File: src/rtl/control_fsm.sv
// Multi-cycle control unit for the KGP-miniRISC data path.
// Sequences FETCH/DECODE/EXEC/MEM/WB and drives Moore control outputs from the latched instruction.
module control_fsm #(
    parameter int unsigned CNT_W    = 32,
    parameter logic [5:0]  HALT_OPC = 6'h3F
) (
    input  logic             clk,
    input  logic             rst,
    input  logic [5:0]       opcode_in,
    input  logic [5:0]       func_in,
    output logic [1:0]       reg_write,
    output logic             imm_mux_ctrl,
    output logic             alu_mux_ctrl,
    output logic [3:0]       alu_op,
    output logic             dmem_enable,
    output logic             dmem_write_enable,
    output logic [1:0]       reg_write_mux_ctrl,
    output logic [4:0]       br_op,
    output logic             pc_en,
    output logic             halted,
    output logic             illegal,
    output logic [CNT_W-1:0] instr_count
);

    typedef enum logic [2:0] {StFetch, StDecode, StExec, StMem, StWb, StHalt} state_t;

    state_t           state_q, state_d;
    logic [5:0]       opcode_q, func_q;
    logic [CNT_W-1:0] count_q;

    logic       is_r, is_addi, is_compi, is_lw, is_sw, is_br, is_bl, is_halt, legal;
    logic [3:0] dec_alu_op;
    logic       dec_alu_mux, dec_imm_mux;
    logic [1:0] dec_rw_mux;

    always_ff @(posedge clk) begin
        if (rst) begin
            state_q  <= StFetch;
            opcode_q <= '0;
            func_q   <= '0;
            count_q  <= '0;
        end else begin
            state_q <= state_d;
            if (state_q == StFetch) begin
                opcode_q <= opcode_in;
                func_q   <= func_in;
            end
            // An illegal skip advances the PC but does not retire anything.
            if (pc_en && !illegal) begin
                count_q <= count_q + {{(CNT_W-1){1'b0}}, 1'b1};
            end
        end
    end

    always_comb begin
        is_r     = (opcode_q == 6'h00) && (func_q <= 6'd10);
        is_addi  = (opcode_q == 6'h01);
        is_compi = (opcode_q == 6'h02);
        is_lw    = (opcode_q == 6'h04);
        is_sw    = (opcode_q == 6'h05);
        is_br    = (opcode_q[5:3] == 3'b010);
        is_bl    = (opcode_q == 6'h15);
        is_halt  = (opcode_q == HALT_OPC);
        legal    = is_r | is_addi | is_compi | is_lw | is_sw | is_br;

        dec_alu_op  = is_r ? func_q[3:0] : (is_compi ? 4'd1 : 4'd0);
        dec_alu_mux = is_addi | is_compi | is_lw | is_sw;
        dec_imm_mux = is_lw | is_sw;
        if (is_r || is_addi || is_compi) begin
            dec_rw_mux = 2'b10;
        end else if (is_lw) begin
            dec_rw_mux = 2'b01;
        end else begin
            dec_rw_mux = 2'b00;
        end
    end

    always_comb begin
        state_d            = state_q;
        reg_write          = 2'b00;
        imm_mux_ctrl       = 1'b0;
        alu_mux_ctrl       = 1'b0;
        alu_op             = 4'd0;
        dmem_enable        = 1'b0;
        dmem_write_enable  = 1'b0;
        reg_write_mux_ctrl = 2'b00;
        br_op              = 5'd0;
        pc_en              = 1'b0;
        halted             = 1'b0;
        illegal            = 1'b0;

        // Datapath selects stay stable for the whole life of a legal instruction.
        if (legal && state_q inside {StDecode, StExec, StMem, StWb}) begin
            alu_op             = dec_alu_op;
            alu_mux_ctrl       = dec_alu_mux;
            imm_mux_ctrl       = dec_imm_mux;
            reg_write_mux_ctrl = dec_rw_mux;
        end

        case (state_q)
            StFetch: state_d = StDecode;
            StDecode: begin
                if (is_halt) begin
                    state_d = StHalt;
                end else if (!legal) begin
                    illegal = 1'b1;
                    pc_en   = 1'b1;
                    state_d = StFetch;
                end else begin
                    state_d = StExec;
                end
            end
            StExec: begin
                if (is_br) br_op = opcode_q[4:0];
                if (is_lw || is_sw) begin
                    state_d = StMem;
                end else if (is_br && !is_bl) begin
                    pc_en   = 1'b1;
                    state_d = StFetch;
                end else begin
                    state_d = StWb;
                end
            end
            StMem: begin
                dmem_enable = 1'b1;
                if (is_sw) begin
                    dmem_write_enable = 1'b1;
                    pc_en             = 1'b1;
                    state_d           = StFetch;
                end else begin
                    state_d = StWb;
                end
            end
            StWb: begin
                if (is_lw) begin
                    reg_write   = 2'b10;
                    dmem_enable = 1'b1;
                end else if (is_bl) begin
                    reg_write = 2'b11;
                end else begin
                    reg_write = 2'b01;
                end
                pc_en   = 1'b1;
                state_d = StFetch;
            end
            StHalt:  halted = 1'b1;
            default: state_d = StFetch;
        endcase
    end

    assign instr_count = count_q;

endmodule

File: config.mk
export PLATFORM = sky130hd
export DESIGN_NAME = control_fsm
export DESIGN_NICKNAME = d
export VERILOG_FILES = /design/src/rtl/control_fsm.sv
export SDC_FILE = /design/constraint.sdc
export NUM_CORES = 1
export LEC_CHECK = 0
export BUFFER_PORTS_ARGS = -buffer_cell sky130_fd_sc_hd__clkbuf_2
export CORE_MARGIN = 10
export CORE_UTILIZATION = 29
export CTS_BUF_LIST = sky130_fd_sc_hd__clkbuf_16
export CTS_CLUSTER_DIAMETER = 30
export DETAILED_ROUTE_END_ITERATION = 8
export GPL_ROUTABILITY_DRIVEN = 0
export PLACE_DENSITY_LB_ADDON = 0.3
export SLEW_MARGIN = 40
export SYNTH_ARGS = -nofsm -noshare
export SYNTH_HDL_FRONTEND = slang
export SYNTH_SLANG_ARGS = --single-unit
export TNS_END_PERCENT = 50
File: constraint.sdc
create_clock -name clk -period 5.46 [get_ports clk]
set_clock_uncertainty 0.2 [all_clocks]
set_input_delay 0.273 -clock clk [delete_from_list [all_inputs] [get_ports clk]]
set_output_delay 0.273 -clock clk [all_outputs]
set_load 0.02 [all_outputs]
Word-level counts from Yosys, hierarchy flattened
Index checks and enable logic that the tools add are counted.

operators by class
  reductions and logical operators = 12
  add/sub/neg operators = 1
  equal/unequal tests = 12
  mux-type cells = 30
  $lt $le $gt $ge = 1
  bitwise gates (word level) = 9

operators by type and width
  kind                                                  count
  adder 32 x 1 -> 32 bit (second input constant)        1
  one-hot mux 3 bit (5 select lines)                    1
  two-way mux 1 bit                                     13
  equality test 6 x 3 -> 1 bit (second input constant)  2
  two-way mux 2 bit                                     6
  two-way mux 3 bit                                     4
  two-way mux 5 bit                                     2
  equality test 3 x 2 -> 1 bit (second input constant)  3
  OR 1 bit                                              9
  two-way mux 4 bit                                     2
  equality test 3 bit (second input constant)           2
  equality test 6 x 1 -> 1 bit (second input constant)  1
  equality test 6 x 2 -> 1 bit (second input constant)  1
  equality test 6 x 5 -> 1 bit (second input constant)  1
  equality test 6 bit (second input constant)           1
  <= comparator 6 x 4 -> 1 bit (second input constant)  1
  logical NOT 6 bit                                     1
  logical AND 1 bit                                     4
  one-hot mux 1 bit (4 select lines)                    1
  nonzero test 4 bit                                    1
  equality test 3 x 1 -> 1 bit (second input constant)  1
  logical NOT 3 bit                                     1
  logical OR 1 bit                                      3
  logical NOT 1 bit                                     2
  one-hot mux 1 bit (2 select lines)                    1

word-level totals
  bits in registers = 47
  output and inout port bits = 52
  word-level logic and storage cells = 69

Logic depth before layout (Yosys ltp)
  word-level depth = 12
  gate-level depth with buffers = 8

Least setup slack after synthesis
Ideal clock, no wire load.

  kind = register to output
  start = reg func_q[1]
  end = out alu_op[0]
  arrival = 2.034 ns
  data required time = 4.987 ns
  slack = 2.953 ns
  cell stages (with the launch flop) = 6
  path buffers = 0
  path through = dfxtp_1 -> a21o_1 -> a2111oi_0 -> a32o_1 -> nand2_1 -> nor3_1

between the ends
  longest elaborated chain between the ends = 9
  elaborated cells on any way between the ends = 10

RTL lines
  what                              RTL line  source
  from (decl)                       28        logic [5:0] opcode_q, func_q;
  from (signal assigned)            46        func_q <= func_in;
  <= comparator 6 x 4 -> 1 bit (*)  56        is_r = (opcode_q == 6'h00) && (func_q <= 6'd10);
  logical AND 1 bit (*)             56
  OR 1 bit (5 in a row)             64        legal = is_r | is_addi | is_compi | is_lw | is_sw | is_br;
  logical AND 1 bit                 93        if (legal && state_q inside {StDecode, StExec, StMem, StWb}) begin
  two-way mux 4 bit (*)             93
  to (decl)                         14        output logic [3:0] alu_op,

Mark *: on every way between the ends. The rest lies on a longest branch, timed or not.

Final worst setup path
  start = reg func_q[1]
  end = out reg_write_mux_ctrl[1]

between the ends
  longest elaborated chain between the ends = 9
  elaborated cells on any way between the ends = 12

RTL lines
  what                              RTL line  source
  <= comparator 6 x 4 -> 1 bit (*)  56
  logical AND 1 bit (*)             56
  OR 1 bit (5 in a row)             64
  logical AND 1 bit                 93
  two-way mux 2 bit (*)             93
  to (decl)                         17        output logic [1:0] reg_write_mux_ctrl,

Marks and branches as above.

==> summary.md <==
The synthesized-area fraction occupied by ao, oa, aoi and oai cells works out to 0.172. The Yosys step of the flow raised 0 warnings. The logs give 0 for the initial antenna violation count and 2850 ps for the pre-CTS worst setup slack. In this run the critical register-to-register path is launched from state_q[2]. The startpoint identified for the worst hold timing path is func_in[1]. The kind of start point of the critical path was a register. The number of routed nets with antenna violations is 0, and the number of placed I/O pins is 66.

The number of antenna diodes in the final layout is 0. Number of DRC markers in iteration 0: 91. Setup repair after global routing left no endpoint under its margin. Relative to the synthesized area, the layout overhead comes to 21.6%. Internal power: 0.596 mW. IR analysis of the VDD net gives a maximum drop of 0.114 mV. The switching power was 0.264 mW. Fraction of registers with async set or reset after synthesis: 0. The first global-routing pass estimated 11300 um of wire. The summed area of non-filler cells in the final layout was 3020 sq um; the switching share of power was 0.307. Along the worst path, the maximum fanout reaches 5.

The clock buffer count from CTS was 5; the number of enable flip-flop cells after synthesis was 0. The logs give 302 um for the met3 routed wirelength and 2330 ps for the endpoint arrival time on the critical path. The count of buffers added on input and output ports is 64. The post-synthesis share of cell area spent on and, or, nand and nor gates is 0.306, and the hold-fix buffer count after cts is 0. After detailed routing, the met2 layer carries 3220 um of wire. Via count of the first global-routing pass: 2320. The tools report the net count after synthesis as 333.

The highest metal layer with signal wires is met4. For the number of max-slew violations in the final report, the log shows 0. The main combinational cell family by area after synthesis was simple AND/OR/NAND/NOR gates. The synthesized netlist occupies a cell area of 2480 sq um.

The synthesized netlist cell count was 318. The tools report the placeable core region as 8260 sq um. The die is 113 um wide. The tools report the slack of the critical path as 2660 ps. The clock network power share is 0.341. The buffer cell driving the clock tree root is sky130_fd_sc_hd__clkbuf_16.

After clock tree synthesis, the setup repair step added 0 buffers. The average routed wire per standard cell is 14.1 um, and the portion of total power attributed to sequential cells is 0.454. The adder and majority gate portion of the synthesized area came out at 0.00504. The run gives 33 as the row count.

On the final layout, the worst hold slack is 6.71 ps. The worst slew margin relative to its limit is 0.624. The run finished with clean final reports. The power density of the placed cells was 285 nW/um^2; the required time at the worst-slack endpoint was 4990 ps. Setup violations remaining at the end of the flow were counted as 0.

The kind of critical path was register to output pin. The number of nets in the layout is 387, and the die extent in y is 113 um. The tools report the total leakage power as 1.15 nW.

Traced cell by cell, the critical path runs through a21o_1 -> a2111oi_0 -> buf_4 -> a32o_1 -> nand2_1 -> nor3_1 -> clkbuf_2. The most used flip-flop cell after synthesis is sky130_fd_sc_hd__dfxtp_1. Synthesis inferred 47 register bits. The largest individual stage delay along the critical path comes from the cell sky130_fd_sc_hd__a2111oi_0. The tools report the maximum buffer depth of the clock tree as 2.

STA classifies the critical path endpoint as an output pin. The critical path buffer and inverter count is 2, and the DRC violation count after routing is 0. The part of the cycle the worst path needs was 0.513; the mux cell area share after synthesis was 0. The run gives 0.106 as the total routing usage reported by global routing. The tools report the maximum clock rate as 357 MHz. The count of distinct cell types in the synthesized netlist came out at 43. The tightest min-delay check is of the input pin to register type. The H-tree was split into 2 levels. The part of the total power dissipated in combinational logic is 0.205. Entering global routing, the biggest net connects 49 pins.

The run gives 12700 sq um as the die outline area. After clock tree synthesis, the clock-pin slew on the worst setup and hold paths is 60 ps. Critical path startpoint: func_q[1]. The clock period minus final worst setup slack is 2800 ps.

The logs give 0.379 for the sequential-to-total area share from yosys stat and 1440 sq um for the area of combinational cells with multiple inputs. The clock drives 47 sinks. The tools report the remaining global-route overflow as 0.

The kind of cell with the highest combined delay along the critical path is compound AO/OA/AOI/OAI gates. TritonCTS built the clock tree. The fraction of final layout cells sized beyond drive strength 1 is 0.223, and the aggregate routed wire length is 6750 um. For the first-pass iteration count of the detailed router, the log shows 4. The number of failing hold endpoints at the final stage is 0, and the biggest cell delay along the critical path is 450 ps.

The clock reaches the later pin of the worst-skew pair after 280 ps. Max-cap violations in this run came to 0. A synthesized cell averages 7.81 sq um. For the final routed database, the setup TNS stands at 0 ps.

The transition time at the pin with the least slew margin came out at 550 ps. Dividing the detail-routed via count by the number of cells gives 5.00. Across the whole layout, storage elements account for 941 sq um. The share of the synthesized netlist area taken by xor and xnor gates is 0.0953.

Summed over all nets, the half-perimeter wirelength after detailed placement is 4970 um. The count of instances resized after the clock tree is built is 0. The filler cells instantiated in the layout total 903.

The total placed instance area was 2880 sq um; the initial cell density of the core was 0.301. The tools report the total number of vias as 2392. The run gives 3100 um as the routed length on met1.
## per-stage QoR
step	cells	util	total power [mW]
2_1_floorplan	318	-	0.523
3_3_place_gp	470	0.348	0.573
3_5_place_dp	470	0.348	0.576
4_1_cts	478	0.366	0.872
5_1_grt	478	0.366	0.914
6_report	478	0.366	0.860
## worst paths after layout
check / end / slack, ps / cells after the start
setup / recovery: reg_write_mux_ctrl[1] / 2660 / 7
hold / removal: func_q[1] / 7 / 3
setup reg to reg: instr_count[27] / 2830 / 6
hold reg to reg: func_q[5] / 250 / 2
## power by group through the flow
stage               Sequential [mW]  Combinational [mW]  Clock (mW)
finish                        0.391               0.176       0.294
global placement              0.397               0.176           0
floorplan                     0.381               0.142           0
CTS                           0.391               0.178       0.303
global route                  0.395               0.199       0.320
detailed placement            0.399               0.178           0
## cells by family (layout without fill, tap and decap cells)
kind of cell / Yosys count / count (layout)
adders and majority gates: 1 / 1
xor gates and xnor gates: 27 / 27
DFF: 47 / 47
and+or+nand+nor: 154 / 154
buffers and inverters: 24 / 79
AOI/OAI and AO/OA: 64 / 64
other: 1 / 1
## placed cells by master (no fill, tap or decap), types with 2 or more instances in the layout
| cell | count |
|---|---|
| sky130_fd_sc_hd__nand3_1 | 20 |
| sky130_fd_sc_hd__a21o_1 | 3 |
| sky130_fd_sc_hd__and3_1 | 6 |
| sky130_fd_sc_hd__nor3b_1 | 2 |
| sky130_fd_sc_hd__o31ai_1 | 2 |
| sky130_fd_sc_hd__a2111oi_2 | 2 |
| sky130_fd_sc_hd__a21oi_1 | 29 |
| sky130_fd_sc_hd__and4_1 | 6 |
| sky130_fd_sc_hd__clkbuf_16 | 5 |
| sky130_fd_sc_hd__nor3_1 | 6 |
| sky130_fd_sc_hd__o21ai_0 | 5 |
| sky130_fd_sc_hd__nand2_1 | 47 |
| sky130_fd_sc_hd__and2_1 | 5 |
| sky130_fd_sc_hd__dfxtp_1 | 47 |
| sky130_fd_sc_hd__clkbuf_2 | 63 |
| sky130_fd_sc_hd__buf_4 | 4 |
| sky130_fd_sc_hd__a2111oi_0 | 7 |
| sky130_fd_sc_hd__or2_2 | 2 |
| sky130_fd_sc_hd__or3_1 | 5 |
| sky130_fd_sc_hd__nand4_1 | 5 |
| sky130_fd_sc_hd__inv_1 | 4 |
| sky130_fd_sc_hd__and3b_1 | 2 |
| sky130_fd_sc_hd__nor2b_1 | 3 |
| sky130_fd_sc_hd__a211oi_1 | 8 |
| sky130_fd_sc_hd__xnor2_1 | 27 |
| sky130_fd_sc_hd__nor2_1 | 37 |
| sky130_fd_sc_hd__nand3b_1 | 2 |
## flip-flops by register name, summed over array words and instances (netlist names)
signal,cells
state_q,3
opcode_q,6
instr_count,32
func_q,6
## synthesized netlist by cell type (all sizes together), types with 6 or more instances
master | count | area share
a21oi | 29 | 0.058
nand3 | 20 | 0.040
and3 | 6 | 0.015
xnor2 | 27 | 0.095
or3 | 6 | 0.017
dfxtp | 47 | 0.38
nor3 | 6 | 0.012
a211oi | 8 | 0.024
and4 | 6 | 0.021
nand2 | 47 | 0.071
nor2 | 37 | 0.056
a2111oi | 9 | 0.037
clkbuf | 17 | 0.026
## worst register-to-register path, stage by stage (launching register included)
cell and delay (ps):
sky130_fd_sc_hd__dfxtp_1 480, sky130_fd_sc_hd__or3b_2 530, sky130_fd_sc_hd__o31a_1 130, sky130_fd_sc_hd__buf_4 220
sky130_fd_sc_hd__a2111o_1 530, sky130_fd_sc_hd__or3_1 330, sky130_fd_sc_hd__a21oi_1 140
## metal layers
metal,GRT usage,up-vias
li1,-,1221
met1,0.130,1107
met2,0.171,56
met3,0.0266,8
met5,0,-
met4,0.0415,0
## layout make-up
type / instances / share of cell area
multi-input combinational: 247 / 0.477
sequential: 47 / 0.312
timing repair buffer: 68 / 0.117
tap: 105 / 0.0435
clock buffer: 5 / 0.0414
clock inverter: 3 / 0.00539
inverter: 3 / 0.00373
Power figures use the tool's default switching activity.
